`src/rtl/stepper_ramp_driver.sv`:
```
// Four-phase unipolar stepper driver with step-count targets, full/half-step drive,
// a linear accel/decel divider ramp, abort, optional holding torque and position tracking.
module stepper_ramp_driver #(
    parameter int unsigned DIV_W     = 24,
    parameter int unsigned START_DIV = 260000,
    parameter int unsigned MIN_DIV   = 130000,
    parameter int unsigned RAMP      = 2000,
    parameter int unsigned STEP_W    = 16,
    parameter int unsigned POS_W     = 32
) (
    input  logic                    clk_i,
    input  logic                    rst_i,
    input  logic                    start_i,
    input  logic                    abort_i,
    input  logic                    dir_i,
    input  logic                    half_i,
    input  logic                    hold_i,
    input  logic [STEP_W-1:0]       steps_i,
    output logic [3:0]              coil_o,
    output logic                    busy_o,
    output logic                    done_o,
    output logic                    aborted_o,
    output logic signed [POS_W-1:0] pos_o
);

    localparam logic [0:0] StIdle = 1'b0;
    localparam logic [0:0] StRun  = 1'b1;

    localparam logic [DIV_W-1:0] StartDiv = DIV_W'(START_DIV);
    localparam logic [DIV_W-1:0] MinDiv   = DIV_W'(MIN_DIV);
    localparam logic [DIV_W-1:0] RampDiv  = DIV_W'(RAMP);

    logic [0:0]              state_q, state_d;
    logic [2:0]              idx_q, idx_d;
    logic signed [POS_W-1:0] pos_q, pos_d;
    logic [STEP_W-1:0]       rem_q, rem_d;
    logic [STEP_W-1:0]       ramp_n_q, ramp_n_d;
    logic [DIV_W-1:0]        div_q, div_d;
    logic [DIV_W-1:0]        timer_q, timer_d;
    logic                    dir_q, dir_d;
    logic                    half_q, half_d;
    logic [3:0]              coil_q, coil_d;
    logic                    busy_q, busy_d;
    logic                    done_q, done_d;
    logic                    aborted_q, aborted_d;

    logic [2:0]              idx_step;
    logic signed [POS_W-1:0] pos_step;
    logic [STEP_W-1:0]       rem_dec;
    logic                    tick;

    function automatic logic [3:0] phase_pattern(input logic [2:0] idx);
        logic [3:0] pat;
        case (idx)
            3'd0:    pat = 4'b0001;
            3'd1:    pat = 4'b0011;
            3'd2:    pat = 4'b0010;
            3'd3:    pat = 4'b0110;
            3'd4:    pat = 4'b0100;
            3'd5:    pat = 4'b1100;
            3'd6:    pat = 4'b1000;
            default: pat = 4'b1001;
        endcase
        return pat;
    endfunction

    assign idx_step = half_q ? 3'd1 : 3'd2;
    assign pos_step = half_q ? POS_W'(1) : POS_W'(2);
    assign rem_dec  = rem_q - STEP_W'(1);
    assign tick     = (timer_q == div_q - DIV_W'(1));

    always_comb begin
        state_d   = state_q;
        idx_d     = idx_q;
        pos_d     = pos_q;
        rem_d     = rem_q;
        ramp_n_d  = ramp_n_q;
        div_d     = div_q;
        timer_d   = timer_q;
        dir_d     = dir_q;
        half_d    = half_q;
        done_d    = 1'b0;
        aborted_d = 1'b0;

        case (state_q)
            StIdle: begin
                if (start_i && !abort_i) begin
                    if (steps_i != '0) begin
                        state_d  = StRun;
                        dir_d    = dir_i;
                        half_d   = half_i;
                        rem_d    = steps_i;
                        div_d    = StartDiv;
                        timer_d  = '0;
                        ramp_n_d = '0;
                    end else begin
                        done_d = 1'b1;
                    end
                end
            end
            StRun: begin
                // Abort outranks a tick on the same edge: no step is taken.
                if (abort_i) begin
                    state_d   = StIdle;
                    aborted_d = 1'b1;
                end else if (tick) begin
                    idx_d   = dir_q ? idx_q + idx_step : idx_q - idx_step;
                    pos_d   = dir_q ? pos_q + pos_step : pos_q - pos_step;
                    rem_d   = rem_dec;
                    timer_d = '0;
                    if (rem_dec == '0) begin
                        state_d = StIdle;
                        done_d  = 1'b1;
                    end else if (rem_dec <= ramp_n_q) begin
                        // Clamp before adding so the divider never wraps.
                        div_d    = (StartDiv - div_q <= RampDiv) ? StartDiv : div_q + RampDiv;
                        ramp_n_d = (ramp_n_q == '0) ? '0 : ramp_n_q - STEP_W'(1);
                    end else if (div_q > MinDiv) begin
                        div_d    = (div_q - MinDiv <= RampDiv) ? MinDiv : div_q - RampDiv;
                        ramp_n_d = ramp_n_q + STEP_W'(1);
                    end
                end else begin
                    timer_d = timer_q + DIV_W'(1);
                end
            end
            default: state_d = StIdle;
        endcase

        busy_d = (state_d == StRun);
        coil_d = (busy_d || hold_i) ? phase_pattern(idx_d) : 4'b0000;
    end

    always_ff @(posedge clk_i) begin
        if (rst_i) begin
            state_q   <= StIdle;
            idx_q     <= '0;
            pos_q     <= '0;
            rem_q     <= '0;
            ramp_n_q  <= '0;
            div_q     <= StartDiv;
            timer_q   <= '0;
            dir_q     <= 1'b0;
            half_q    <= 1'b0;
            coil_q    <= 4'b0000;
            busy_q    <= 1'b0;
            done_q    <= 1'b0;
            aborted_q <= 1'b0;
        end else begin
            state_q   <= state_d;
            idx_q     <= idx_d;
            pos_q     <= pos_d;
            rem_q     <= rem_d;
            ramp_n_q  <= ramp_n_d;
            div_q     <= div_d;
            timer_q   <= timer_d;
            dir_q     <= dir_d;
            half_q    <= half_d;
            coil_q    <= coil_d;
            busy_q    <= busy_d;
            done_q    <= done_d;
            aborted_q <= aborted_d;
        end
    end

    assign coil_o    = coil_q;
    assign busy_o    = busy_q;
    assign done_o    = done_q;
    assign aborted_o = aborted_q;
    assign pos_o     = pos_q;

endmodule

```
`config.mk`:
```
export PLATFORM = sky130hd
export DESIGN_NAME = stepper_ramp_driver
export DESIGN_NICKNAME = d
export VERILOG_FILES = /design/src/rtl/stepper_ramp_driver.sv
export SDC_FILE = /design/constraint.sdc
export NUM_CORES = 1
export LEC_CHECK = 0
export ABC_AREA = 1
export BUFFER_PORTS_ARGS = -buffer_cell sky130_fd_sc_hd__clkbuf_2
export CAP_MARGIN = 10
export CELL_PAD_IN_SITES_DETAIL_PLACEMENT = 0
export CELL_PAD_IN_SITES_GLOBAL_PLACEMENT = 1
export CORE_ASPECT_RATIO = 0.5
export CORE_MARGIN = 5
export CORE_UTILIZATION = 44
export CTS_CLUSTER_SIZE = 25
export DETAILED_ROUTE_END_ITERATION = 8
export PLACE_DENSITY_LB_ADDON = 0.1
export REMOVE_ABC_BUFFERS = 1
export SLEW_MARGIN = 40
export SYNTH_ARGS = -nofsm -noshare
export SYNTH_HDL_FRONTEND = slang
export SYNTH_SLANG_ARGS = --single-unit
```
`constraint.sdc`:
```
create_clock -name clk_i -period 3.6 [get_ports clk_i]
set_input_delay 0.72 -clock clk_i [delete_from_list [all_inputs] [get_ports clk_i]]
set_output_delay 0.72 -clock clk_i [all_outputs]
set_load 0.05 [all_outputs]
```
# Yosys cells after proc, flatten, opt, wreduce, memory -nomap -nowiden
# Cells that the tools add are included.
classes:
  n_addsub: 13
  mul: 0
  n_div: 0
  n_lt_le_gt_ge: 4
  eq_ne: 13
  shifts: 0
  n_mux: 50
  bitwise_logic: 3
  reduce_logical: 14
ops:
  columns: ["cell", "count"]
  rows:
  - ["24-bit 2-to-1 mux", 13]
  - ["16-bit 2-to-1 mux", 12]
  - ["24-bit one-hot mux with 2 select lines", 2]
  - ["16-bit one-hot mux with 2 select lines", 2]
  - ["24-bit by 11-bit less-or-equal comparator with 1-bit output, second input constant", 2]
  - ["32-bit by 3-bit adder with 32-bit output", 1]
  - ["16-bit zero test", 2]
  - ["32-bit 2-to-1 mux", 1]
  - ["16-bit by 1-bit subtractor with 16-bit output, second input constant", 2]
  - ["32-bit by 3-bit subtractor with 32-bit output", 1]
  - ["4-bit one-hot mux with 7 select lines", 1]
  - ["24-bit by 1-bit adder with 24-bit output, second input constant", 1]
  - ["24-bit by 11-bit adder with 24-bit output, second input constant", 1]
  - ["24-bit equality test", 1]
  - ["24-bit by 17-bit greater-than comparator with 1-bit output, second input constant", 1]
  - ["18-bit by 24-bit subtractor with 24-bit output, first input constant", 1]
  - ["24-bit by 1-bit subtractor with 24-bit output, second input constant", 1]
  - ["24-bit by 11-bit subtractor with 24-bit output, second input constant", 1]
  - ["24-bit by 17-bit subtractor with 24-bit output, second input constant", 1]
  - ["16-bit by 1-bit adder with 16-bit output, second input constant", 1]
  - ["16-bit less-or-equal comparator", 1]
  - ["16-bit nonzero test", 1]
  - ["3-bit 2-to-1 mux", 4]
  - ["1-bit 2-to-1 mux", 11]
  - ["other kinds (19)", 32]
word_totals:
  reg_bits: 124
  latch_bits: 0
  ram_bits: 0
  mem_bits_ro: 0
  in_bits: 23
  output_inout_bits: 39
  word_cells: 109
  mem_count: 0

# Longest topological paths before layout
# Gate-level depths: netlist of the first run.
depth:
  depth_word: 9
  ltp_mapped: 22

# Least setup slack after synthesis of the first run
# No wires, ideal clock.
synth_timing:
  kind: "register to register"
  startpoint: "register rem_q[0]"
  endpoint: "register ramp_n_q[15]"
  setup_time_ps: 134
  t_arrival_ps: 2815
  path_slack_ps: 651
  stages_incl_launch_ff: 21
  n_path_buf: 1
  synth_period_minus_slack_ps: 2949
  path_cell_list: "dfxtp_1 > inv_1 > ha_1 > inv_1 > nor2_1 > nand3_1 > nand2_1 > inv_1 > ha_1 > nand2_1 > nor4b_1 > nand2_1 > nand2_1 > nand2_1 > inv_1 > clkbuf_1 > nand2_1 > o21ai_0 > inv_1 > nand2_1 > a21oi_1"
synth_via:
  elab_chain_cells: 7
synth_rtl:
  columns: ["item", "line_no", "rtl"]
  rows:
  - ["start, declared", "36", "logic [STEP_W-1:0] rem_q, rem_d;"]
  - ["start signal, assigned", "152", "rem_q <= rem_d;"]
  - ["16-bit by 1-bit subtractor with 16-bit output *", "69", "assign rem_dec = rem_q - STEP_W'(1);"]
  - ["16-bit less-or-equal comparator", "114", "end else if (rem_dec <= ramp_n_q) begin"]
  - ["16-bit 2-to-1 mux", "114", null]
  - ["16-bit 2-to-1 mux", "111", "if (rem_dec == '0) begin"]
  - ["16-bit 2-to-1 mux", "106", "end else if (tick) begin"]
  - ["16-bit 2-to-1 mux", "103", "if (abort_i) begin"]
  - ["16-bit one-hot mux with 2 select lines", "85", "case (state_q)"]
  - ["end signal, assigned", "153", "ramp_n_q <= ramp_n_d;"]
  - ["end, declared", "37", "logic [STEP_W-1:0] ramp_n_q, ramp_n_d;"]
# Every way passes the cells marked *; elsewhere a longest branch is shown, timed or not. The select of a mux whose other input is x is not followed.
# A chain may end at the register's enable or synchronous reset.

# Worst setup path in the final report of the first run
layout_timing:
  startpoint: "register rem_q[0]"
  endpoint: "register div_q[15]"
layout_via:
  elab_chain_cells: 7
layout_rtl:
  columns: ["item", "line_no", "rtl"]
  rows:
  - ["16-bit by 1-bit subtractor with 16-bit output *", "69", null]
  - ["16-bit less-or-equal comparator", "114", null]
  - ["24-bit 2-to-1 mux", "114", null]
  - ["24-bit 2-to-1 mux", "111", null]
  - ["24-bit 2-to-1 mux", "106", null]
  - ["24-bit 2-to-1 mux", "103", null]
  - ["24-bit one-hot mux with 2 select lines", "85", null]
  - ["end signal, assigned", "140", "div_q <= StartDiv;"]
  - ["end signal, assigned", "154", "div_q <= div_d;"]
  - ["end, declared", "38", "logic [DIV_W-1:0] div_q, div_d;"]
# Marks and branches as above.

==> flow_metrics.env, run 1 <==
export IMPL_status="completed"
export IMPL_yosysTopAreaCellShare=0.213
export IMPL_cts_max_level=4
export IMPL_endpoint_kind="flop"
export IMPL_rsz0062_at_grt="no"
export IMPL_yosys_warnings=0
export IMPL_clock_skew_ns=0.0107
export IMPL_synthFlopType="dfxtp_1"
export IMPL_crit_chain="inv_1 > ha_1 > inv_1 > nor2_1 > nand3_1 > nand2_1 > inv_1 > ha_1 > nand2_1 > nor4b_2 > nand2_1 > nand2_1 > nand2_1 > inv_1 > nand2_1 > o21ai_0 > nand2_1 > nand2_1 > nand2_1"
export IMPL_max_stage_delay_ns=0.32
export IMPL_yosysTopAreaCell="dfxtp_1"
export IMPL_worst_ep_arrival_time_ns=3.63
export IMPL_drt_iter0_markers=904
export IMPL_wl_per_cell_um=16.0
export IMPL_place_congestion=0.945
export IMPL_ios=62
export IMPL_critPathSlowestCell="dfxtp_1"
export IMPL_yosysSeqAreaShare=0.213
export IMPL_drive_gt1_frac=0.0896
export IMPL_cp_common_cell="nand2_1"
export IMPL_fin_cells=2286
export IMPL_swShare=0.365
export IMPL_clk_path_buf_depth=2
export IMPL_path_clk_slew_ns=0.06
export IMPL_hold_viol=0
export IMPL_power_frac_comb=0.310
export IMPL_worst_path_buf_inv=4
export IMPL_drt_first_pass_iters=7
export IMPL_ir_worst_vdd_mv=0.324
export IMPL_synth_common_cells="nand2_1 (507), nor2_1 (218), inv_1 (194)"
export IMPL_grt_max_degree=43
export IMPL_initial_core_util=0.448
export IMPL_cts_buffers=17
export IMPL_max_slew_margin=0.539
export IMPL_drc=0
export IMPL_io_buffers=61
export IMPL_fin_crit_sh=0.925
export IMPL_met3_usage=0.0455
export IMPL_grt_pass1_wl_um=59000
export IMPL_core_rowCount=41
export IMPL_antenna_found_initial=1
export IMPL_maxCapViolCount=0
export IMPL_intPower_mw=2.89
export IMPL_holdWs_ns=0.487
export IMPL_syn_instance_count=1886
export IMPL_die_y_um=123
export IMPL_avgSynthCellArea_um2=5.99
export IMPL_syn_area_um2=11300
export IMPL_dieArea_um2=29200
export IMPL_path_class="reg2reg"
export IMPL_yosys_top_cells_area="dfxtp_1 (21%), nand2_1 (17%), nor2_1 (7.2%)"
export IMPL_fmaxAchievable_mhz=300
export IMPL_synth_edf_count=0
export IMPL_cp_top_family="simple AND/OR/NAND/NOR gates"
export IMPL_met2_usage=0.425
export IMPL_die_w_um=237
export IMPL_grt_pass1_vias=11400
export IMPL_crit_fanout=7
export IMPL_startpoint_type="flop"
export IMPL_dp_cells=2251
export IMPL_clock_sinks=120
export IMPL_antenna_left=0
export IMPL_clock_root_buffer="clkbuf_16"
export IMPL_hold_path_class="reg2reg"
export IMPL_insertedDiodeCount=0
export IMPL_worst_pin_slew_ns=0.691
export IMPL_setup_viol=0
export IMPL_holdBufCountCts=0
export IMPL_use_met1=0.331
export IMPL_fin_crit_ns=3.33
export IMPL_grt_overflow=0
export IMPL_hold_depth=2
export IMPL_area_growth_syn_to_layout_pct=10.8
export IMPL_power_switching_mw=1.66
export IMPL_fin_util=0.496
export IMPL_finalSetupTns_ns=0
export IMPL_synth_distinct_cells=52
export IMPL_path_depth=19
export IMPL_async_flop_share=0
export IMPL_grtUsageTotal=0.250
export IMPL_total_power_mw=4.55
export IMPL_vias=12300
export IMPL_grt_busiest_layer="met2"
export IMPL_viasPerCell=5.38
export IMPL_drv_slew=0
export IMPL_drt_total_wl_um=36700
export IMPL_ys_seq_elements=120
export IMPL_synth_most_common_cell="nand2_1"
export IMPL_cts_tree="done"
export IMPL_required_ns=3.90
export IMPL_seq_power_share=0.310
export IMPL_dp_hpwl_um=28800
export IMPL_p_leak_nw=6.08
export IMPL_finalNetCount=2015
export IMPL_insertion_delay_ns=0.44
export IMPL_pwr_share_clk=0.380
export IMPL_core_area_um2=25200
export IMPL_rr_worst_depth=19
export IMPL_power_density_nw_per_um2=364
==> cell type report <==
class	count	area [µm²]
clock buffer	24	482
clock inverter	8	95.1
fill	2736	12700
inverter	207	786
multi-input combinational	1489	7740
sequential	120	2400
tap	344	430
timing repair buffer	94	578
==> tightest hold or removal path: cells and delay by family (launching register included) <==
| family | cells | cell delay [ns] |
|---|---|---|
| AOI/OAI and AO/OA | 1 | 0.05 |
| DFF | 1 | 0.32 |
| and+or+nand+nor | 1 | 0.06 |
==> worst paths after layout <==
kind	start	end	slack, ns
max	rem_q[0]$_SDFFE_PP0P_	div_q[15]$_SDFFE_PP1P_	0.27
min	pos_o[0]$_SDFFE_PP0P_	pos_o[0]$_SDFFE_PP0P_	0.49
max reg2reg	rem_q[0]$_SDFFE_PP0P_	div_q[15]$_SDFFE_PP1P_	0.27
min reg2reg	pos_o[0]$_SDFFE_PP0P_	pos_o[0]$_SDFFE_PP0P_	0.49
==> power by group through the flow <==
stage / sequential (mW) / clock, mW / combinational (mW)
finish: 1.41 / 1.73 / 1.41
global route: 1.42 / 1.81 / 1.59
CTS: 1.41 / 1.76 / 1.39
detailed placement: 1.44 / 0 / 1.38
global placement: 1.44 / 0 / 1.38
floorplan: 1.43 / 0 / 0.943
==> routing by layer <==
metal / wire [µm] / share of wire
met1: 17000 / 0.46
met2: 16800 / 0.46
met3: 2150 / 0.059
met4: 718 / 0.020
met5: 7 / 0.00019
==> flip-flops by register name (all words and copies together), names as in the netlist <==
register / cells
aborted_o: 1
busy_o: 1
coil_o: 4
dir_q: 1
div_q: 20
done_o: 1
half_q: 1
idx_q: 3
pos_o: 32
ramp_n_q: 16
rem_q: 16
timer_q: 24
==> logic make-up after synthesis <==
logic type,count (synthesis),share of synthesized area
buffers and inverters,277,0.103
AOI/OAI and AO/OA,325,0.156
xor gates and xnor gates,87,0.0681
and+or+nand+nor,1014,0.389
adders and majority gates,63,0.0711
DFF,120,0.213
==> cells in the final DEF, fill, tap and decap left out, types with 5 or more instances in the layout <==
master     instances
nand2_1          507
nor2_1           218
inv_1            194
nand3_1          139
a21oi_1          137
o21ai_0          132
dfxtp_1          120
ha_1              61
clkbuf_2          61
xor2_1            57
nor3_1            49
nand4_1           32
buf_4             31
xnor2_1           29
clkbuf_16         17
nor4_1            12
nand3b_1          10
a21o_1            10
nor2_4             9
nand2_2            8
inv_2              7
nor2_2             7
a211oi_1           7
a31oi_1            6
a21boi_0           6
o21ai_1            6
or2_2              6
o21bai_1           5
clkinv_2           5
==> repair_timing <==
item | in CTS | in global routing
gates resized for setup | 0 | 6
endpoints found under the setup margin | 0 | 35
buffers inserted | 0 | 3
==> stage by stage <==
step | setup WS (ns) | cell area (µm²)
after floorplan | -0.103 | 10900
after global placement | 0.308 | 11900
after detailed placement | 0.178 | 11900
after CTS | 0.155 | 12500
after global routing | 0.0410 | 12500
final | 0.269 | 12500
No activity file was read; power rests on OpenSTA's default activity.
==> run 2: changes to the inputs <==
--- a/config.mk
+++ b/config.mk
@@ -17,2 +17,3 @@
 export DETAILED_ROUTE_END_ITERATION = 8
+export MAX_ROUTING_LAYER = met4
 export PLACE_DENSITY_LB_ADDON = 0.1
==> constraint.sdc (replaced) <==
create_clock -name clk_i -period 3.3 [get_ports clk_i]
set_input_delay 0.66 -clock clk_i [delete_from_list [all_inputs] [get_ports clk_i]]
set_output_delay 0.66 -clock clk_i [all_outputs]
set_load 0.1 [all_outputs]
==> run 2 against run 1 <==
Effect of this change: utilization increased by 1.5 points; global-route usage increased by 0.97 points; largest cell class unchanged; highest routed layer is now met4; register-to-register slack got worse by 0.07 ns.
==> flow_metrics.env, run 2 (synthesized netlist as in run 1, its figures left out) <==
export IMPL_fmaxAchievable_mhz=323
export IMPL_layout_common_cells="nand2_1 (501), nor2_1 (210), inv_1 (192)"
export IMPL_ios=62
export IMPL_hold_viol=0
export IMPL_ir_worst_vdd_mv=0.292
export IMPL_drt_iter0_markers=983
export IMPL_dieArea_um2=29200
export IMPL_regToRegEndpoint="div_q[13]$_SDFFE_PP1P_"
export IMPL_startpoint_type="flop"
export IMPL_setup_viol=0
export IMPL_hold_path_class="in2reg"
export IMPL_hold_depth=3
export IMPL_dpl_instance_area_um2=12000
export IMPL_max_slew_margin=0.566
export IMPL_cts_tree="done"
export IMPL_clock_skew_ns=0.00892
export IMPL_path_clk_slew_ns=0.06
export IMPL_intPower_mw=3.31
export IMPL_clock_root_buffer="clkbuf_16"
export IMPL_power_switching_mw=1.89
export IMPL_status="completed"
export IMPL_die_y_um=123
export IMPL_fin_crit_sh=0.939
export IMPL_clk_path_buf_depth=2
export IMPL_area_growth_syn_to_layout_pct=14.2
export IMPL_pwr_share_clk=0.382
export IMPL_hp_start="half_i"
export IMPL_maxCapViolCount=0
export IMPL_drive_gt1_frac=0.115
export IMPL_die_w_um=237
export IMPL_clock_sinks=120
export IMPL_worst_pin_slew_ns=0.649
export IMPL_min_to="half_q$_SDFFE_PP0P_"
export IMPL_drt_first_pass_iters=5
export IMPL_viasPerCell=5.41
export IMPL_fin_util=0.511
export IMPL_fin_ws_ns=0.203
export IMPL_finalNetCount=2043
export IMPL_dp_hpwl_um=29000
export IMPL_vias=12500
export IMPL_p_leak_nw=6.27
export IMPL_rrSetupSlack_ns=0.20
export IMPL_dp_slack_ns=0.0634
export IMPL_io_buffers=61
export IMPL_largest_register_ffs=32
export IMPL_initial_core_util=0.448
export IMPL_drv_slew=0
export IMPL_grt_pass1_vias=11700
export IMPL_seq_power_share=0.296
export IMPL_power_frac_comb=0.322
export IMPL_cts_buffers=17
export IMPL_swShare=0.364
export IMPL_place_congestion=0.966
export IMPL_antenna_found_initial=1
export IMPL_drc=0
export IMPL_r2r_start="rem_q[6]$_SDFFE_PP0P_"
export IMPL_cts_max_level=4
export IMPL_required_ns=3.63
export IMPL_endpoint_kind="flop"
export IMPL_grtUsageTotal=0.260
export IMPL_grt_pass1_wl_um=59700
export IMPL_grt_max_degree=43
export IMPL_drt_total_wl_um=37700
export IMPL_path_class="reg2reg"
export IMPL_worst_ep_arrival_time_ns=3.42
export IMPL_crit_fanout=14
export IMPL_layout_commonest_cell="nand2_1"
export IMPL_wl_per_cell_um=16.3
export IMPL_insertion_delay_ns=0.45
export IMPL_power_density_nw_per_um2=404
export IMPL_core_area_um2=25200
export IMPL_grt_overflow=0
export IMPL_fin_area_um2=12900
export IMPL_core_rowCount=41
export IMPL_rr_worst_depth=21
export IMPL_antenna_left=0
export IMPL_fin_crit_ns=3.10
-- run 2: repair_timing --
item / 4_1_cts / 5_1_grt
buffers inserted: 0 / 10
hold buffers: 0 / 0
endpoints found under the setup margin: 0 / 41
gates resized for setup: 0 / 36
-- run 2: per-stage QoR --
stage | std cells | setup TNS [ns] | hold slack, ns | total power [mW]
5_1_grt | 2315 | -0.932 | 0.476 | 5.51
2_1_floorplan | 1816 | -59.16 | 0.466 | 2.60
3_3_place_gp | 2268 | 0 | 0.477 | 3.12
4_1_cts | 2300 | 0 | 0.430 | 5.14
6_report | 2315 | 0 | 0.447 | 5.21
3_5_place_dp | 2268 | 0 | 0.489 | 3.14
-- run 2: how the worst max path moves through the flow --
| stage | startpoint | endpoint | slack (ns) | cells after the start |
|---|---|---|---|---|
| finish | rem_q[6]$_SDFFE_PP0P_ | div_q[13]$_SDFFE_PP1P_ | 0.20 | 21 |
| floorplan | busy_o$_SDFF_PP0_ | ramp_n_q[3]$_SDFFE_PP0P_ | -0.75 | 8 |
| global route | rem_q[6]$_SDFFE_PP0P_ | ramp_n_q[15]$_SDFFE_PP0P_ | -0.08 | 19 |
| detailed placement | rem_q[1]$_SDFFE_PP0P_ | div_q[7]$_SDFFE_PP1P_ | 0.06 | 19 |
| CTS | rem_q[1]$_SDFFE_PP0P_ | div_q[12]$_SDFFE_PP1P_ | 0.02 | 19 |
| global placement | dir_q$_SDFFE_PP0P_ | pos_o[26]$_SDFFE_PP0P_ | 0.11 | 13 |
-- run 2: cell type report --
| cell class | count | area [µm²] |
|---|---|---|
| Antenna cell | 1 | 2.50 |
| Clock buffer | 21 | 460 |
| Clock inverter | 11 | 146 |
| Fill cell | 2708 | 12300 |
| Inverter | 207 | 787 |
| Multi-Input combinational cell | 1490 | 7830 |
| Sequential cell | 120 | 2400 |
| Tap cell | 344 | 430 |
| Timing Repair Buffer | 120 | 833 |
| Timing Repair inverter | 1 | 5.00 |
-- run 2: power groups by stage --
| stage | clock network (mW) | logic [mW] | registers (mW) |
|---|---|---|---|
| final | 1.99 | 1.68 | 1.54 |
| after global routing | 2.09 | 1.88 | 1.54 |
| after CTS | 2.03 | 1.58 | 1.53 |
| after detailed placement | 0 | 1.57 | 1.57 |
| after global placement | 0 | 1.55 | 1.57 |
| after floorplan | 0 | 1.03 | 1.57 |
-- run 2: worst max-delay path: stages, from the launching register on --
cell       delay (ns)
dfxtp_1          0.34
nor2_2           0.18
nand2_2          0.10
nor2_4           0.18
nand2_1          0.07
nand2_1          0.05
and2_1           0.14
inv_1            0.06
ha_1             0.31
nand3_2          0.11
nor4b_4          0.32
nand2_1          0.08
nand2_1          0.09
nand3_2          0.11
nor2_4           0.16
nor2_4           0.06
nand3_4          0.16
buf_12           0.12
clkbuf_16        0.16
nand2_1          0.07
nand2_1          0.07
nand2_1          0.04
-- run 2: layer usage --
layer,wire length [µm],GRT usage
met1,17100,0.323
met5,0,-
met2,17400,0.436
met4,956,0.0832
met3,2250,0.0452
==> run 3: changes to the inputs <==
Clock period 3.3 ns to 3.5 ns, I/O delays scaled along.
==> run 3 against run 2 <==
Effect of this change: sequential power is 6% lower; setup slack better by 0.052 ns; critical path depth is 1 lower; cell area is 2.4% lower; routed wire length is 2.9% lower; die area stayed put; sequential share of layout area is 0.44 points higher; count of clock-buffer cells in the layout is 3 higher; first-iteration DRC count is 14% lower; critical endpoint is now div_q[11]$_SDFFE_PP0P_; non-clock buffer count is 25 lower.
==> flow_metrics.env, run 3 (synthesized netlist as in run 1, its figures left out) <==
export IMPL_drive_gt1_frac=0.0911
export IMPL_drv_slew=0
export IMPL_crit_fanout=20
export IMPL_dieArea_um2=29200
export IMPL_drc=0
export IMPL_worst_pin_slew_ns=0.621
export IMPL_drt_iter0_markers=847
export IMPL_die_w_um=237
export IMPL_power_frac_comb=0.309
export IMPL_insertion_delay_ns=0.44
export IMPL_wl_per_cell_um=16.0
export IMPL_ir_worst_vdd_mv=0.343
export IMPL_grt_pass1_wl_um=59100
export IMPL_fin_crit_ns=3.24
export IMPL_path_class="reg2reg"
export IMPL_core_rowCount=41
export IMPL_cts_buffers=17
export IMPL_io_buffers=61
export IMPL_fmaxAchievable_mhz=308
export IMPL_dp_hpwl_um=28700
export IMPL_fill_cells=2687
export IMPL_path_clk_slew_ns=0.06
export IMPL_power_density_nw_per_um2=381
export IMPL_startpoint_type="flop"
export IMPL_seq_power_share=0.302
export IMPL_clk_path_buf_depth=2
export IMPL_vias=12300
export IMPL_cts_tree="done"
export IMPL_clock_sinks=120
export IMPL_grtUsageTotal=0.258
export IMPL_core_area_um2=25200
export IMPL_pwr_share_clk=0.390
export IMPL_drt_total_wl_um=36600
export IMPL_max_slew_margin=0.585
export IMPL_endpoint_kind="flop"
export IMPL_status="completed"
export IMPL_layout_common_cells="nand2_1 (506), nor2_1 (218), inv_1 (194)"
export IMPL_rsz0062_at_grt="yes"
export IMPL_grt_overflow=0
export IMPL_viasPerCell=5.38
export IMPL_grt_max_degree=43
export IMPL_antenna_left=0
export IMPL_largest_register_ffs=32
export IMPL_die_y_um=123
export IMPL_holdWs_ns=0.483
export IMPL_drt_first_pass_iters=6
export IMPL_ios=62
export IMPL_layout_commonest_cell="nand2_1"
export IMPL_maxCapViolCount=0
export IMPL_required_ns=3.80
export IMPL_clock_skew_ns=0.00760
export IMPL_worst_ep_arrival_time_ns=3.55
export IMPL_fin_crit_sh=0.927
export IMPL_p_leak_nw=6.12
export IMPL_swShare=0.355
export IMPL_finalNetCount=2016
export IMPL_antenna_found_initial=1
export IMPL_power_switching_mw=1.70
export IMPL_clock_root_buffer="clkbuf_16"
export IMPL_initial_core_util=0.448
export IMPL_cts_max_level=4
export IMPL_intPower_mw=3.09
export IMPL_hold_viol=0
export IMPL_setup_viol=0
export IMPL_hold_path_class="in2reg"
export IMPL_area_growth_syn_to_layout_pct=11.4
export IMPL_total_power_mw=4.80
export IMPL_grt_pass1_vias=11500
export IMPL_place_congestion=0.960
-- run 3: area by class of cell --
| type | count | area, µm² | share of cell area |
|---|---|---|---|
| multi-input cells | 1489 | 7740 | 0.615 |
| flip-flops and latches | 120 | 2400 | 0.191 |
| inverters | 207 | 778 | 0.0618 |
| repair buffers | 95 | 623 | 0.0495 |
| clock buffers | 24 | 492 | 0.0391 |
| well taps | 344 | 430 | 0.0342 |
| clock inverters | 8 | 118 | 0.00934 |
| diodes | 1 | 2.50 | 0.000199 |
-- run 3: stage by stage --
stage          setup TNS, ns  setup WS (ns)   util  area (µm²)  cells
5_1_grt              -0.0118        -0.0118  0.499       12600   2288
6_report                   0          0.255  0.499       12600   2288
2_1_floorplan         -36.99         -0.546      -       10900   1816
3_5_place_dp               0          0.156  0.474       12000   2253
4_1_cts                    0          0.114  0.498       12600   2285
3_3_place_gp               0          0.283  0.474       12000   2253
-- run 3: final timing paths --
kind | startpoint | to | slack, ns | cells after the start
min reg2reg | timer_q[0]$_SDFFE_PP0P_ | timer_q[0]$_SDFFE_PP0P_ | 0.50 | 2
max | rem_q[2]$_SDFFE_PP0P_ | div_q[11]$_SDFFE_PP0P_ | 0.26 | 20
max reg2reg | rem_q[2]$_SDFFE_PP0P_ | div_q[11]$_SDFFE_PP0P_ | 0.26 | 20
min | half_i | half_q$_SDFFE_PP0P_ | 0.48 | 3
-- run 3: worst max-delay path, stage by stage, from the launching register on --
cell     delay [ns]
dfxtp_1        0.35
nor2_1         0.15
nand2_1        0.15
nor2_4         0.21
nand2_1        0.07
nand2_1        0.06
and2_1         0.22
inv_1          0.06
ha_1           0.30
nand3_1        0.10
nor4b_2        0.29
nand2_1        0.12
nand3_1        0.10
nor2_1         0.05
nor2_2         0.21
nand3_4        0.21
buf_12         0.22
nand2_1        0.06
inv_1          0.05
nor2_1         0.09
nor2_1         0.04
-- run 3: routing by layer --
metal	up-vias	track usage	share of wire
met5	-	-	0
met4	0	0.0778	0.022
met3	55	0.0513	0.056
met2	339	0.424	0.46
met1	5648	0.326	0.46
li1	6263	-	-
-- run 3: repair_timing --
item                       4_1_cts  5_1_grt
setup buffers                    0        2
gates resized for setup          0        3
setup endpoints to repair        0       33
hold buffers                     0        0
-- run 3: power by group through the flow --
stage	clock network [mW]	logic (mW)	registers, mW
2_1_floorplan	0	0.970	1.48
5_1_grt	1.98	1.68	1.45
3_5_place_dp	0	1.46	1.47
6_report	1.87	1.48	1.45
3_3_place_gp	0	1.43	1.47
4_1_cts	1.90	1.47	1.45
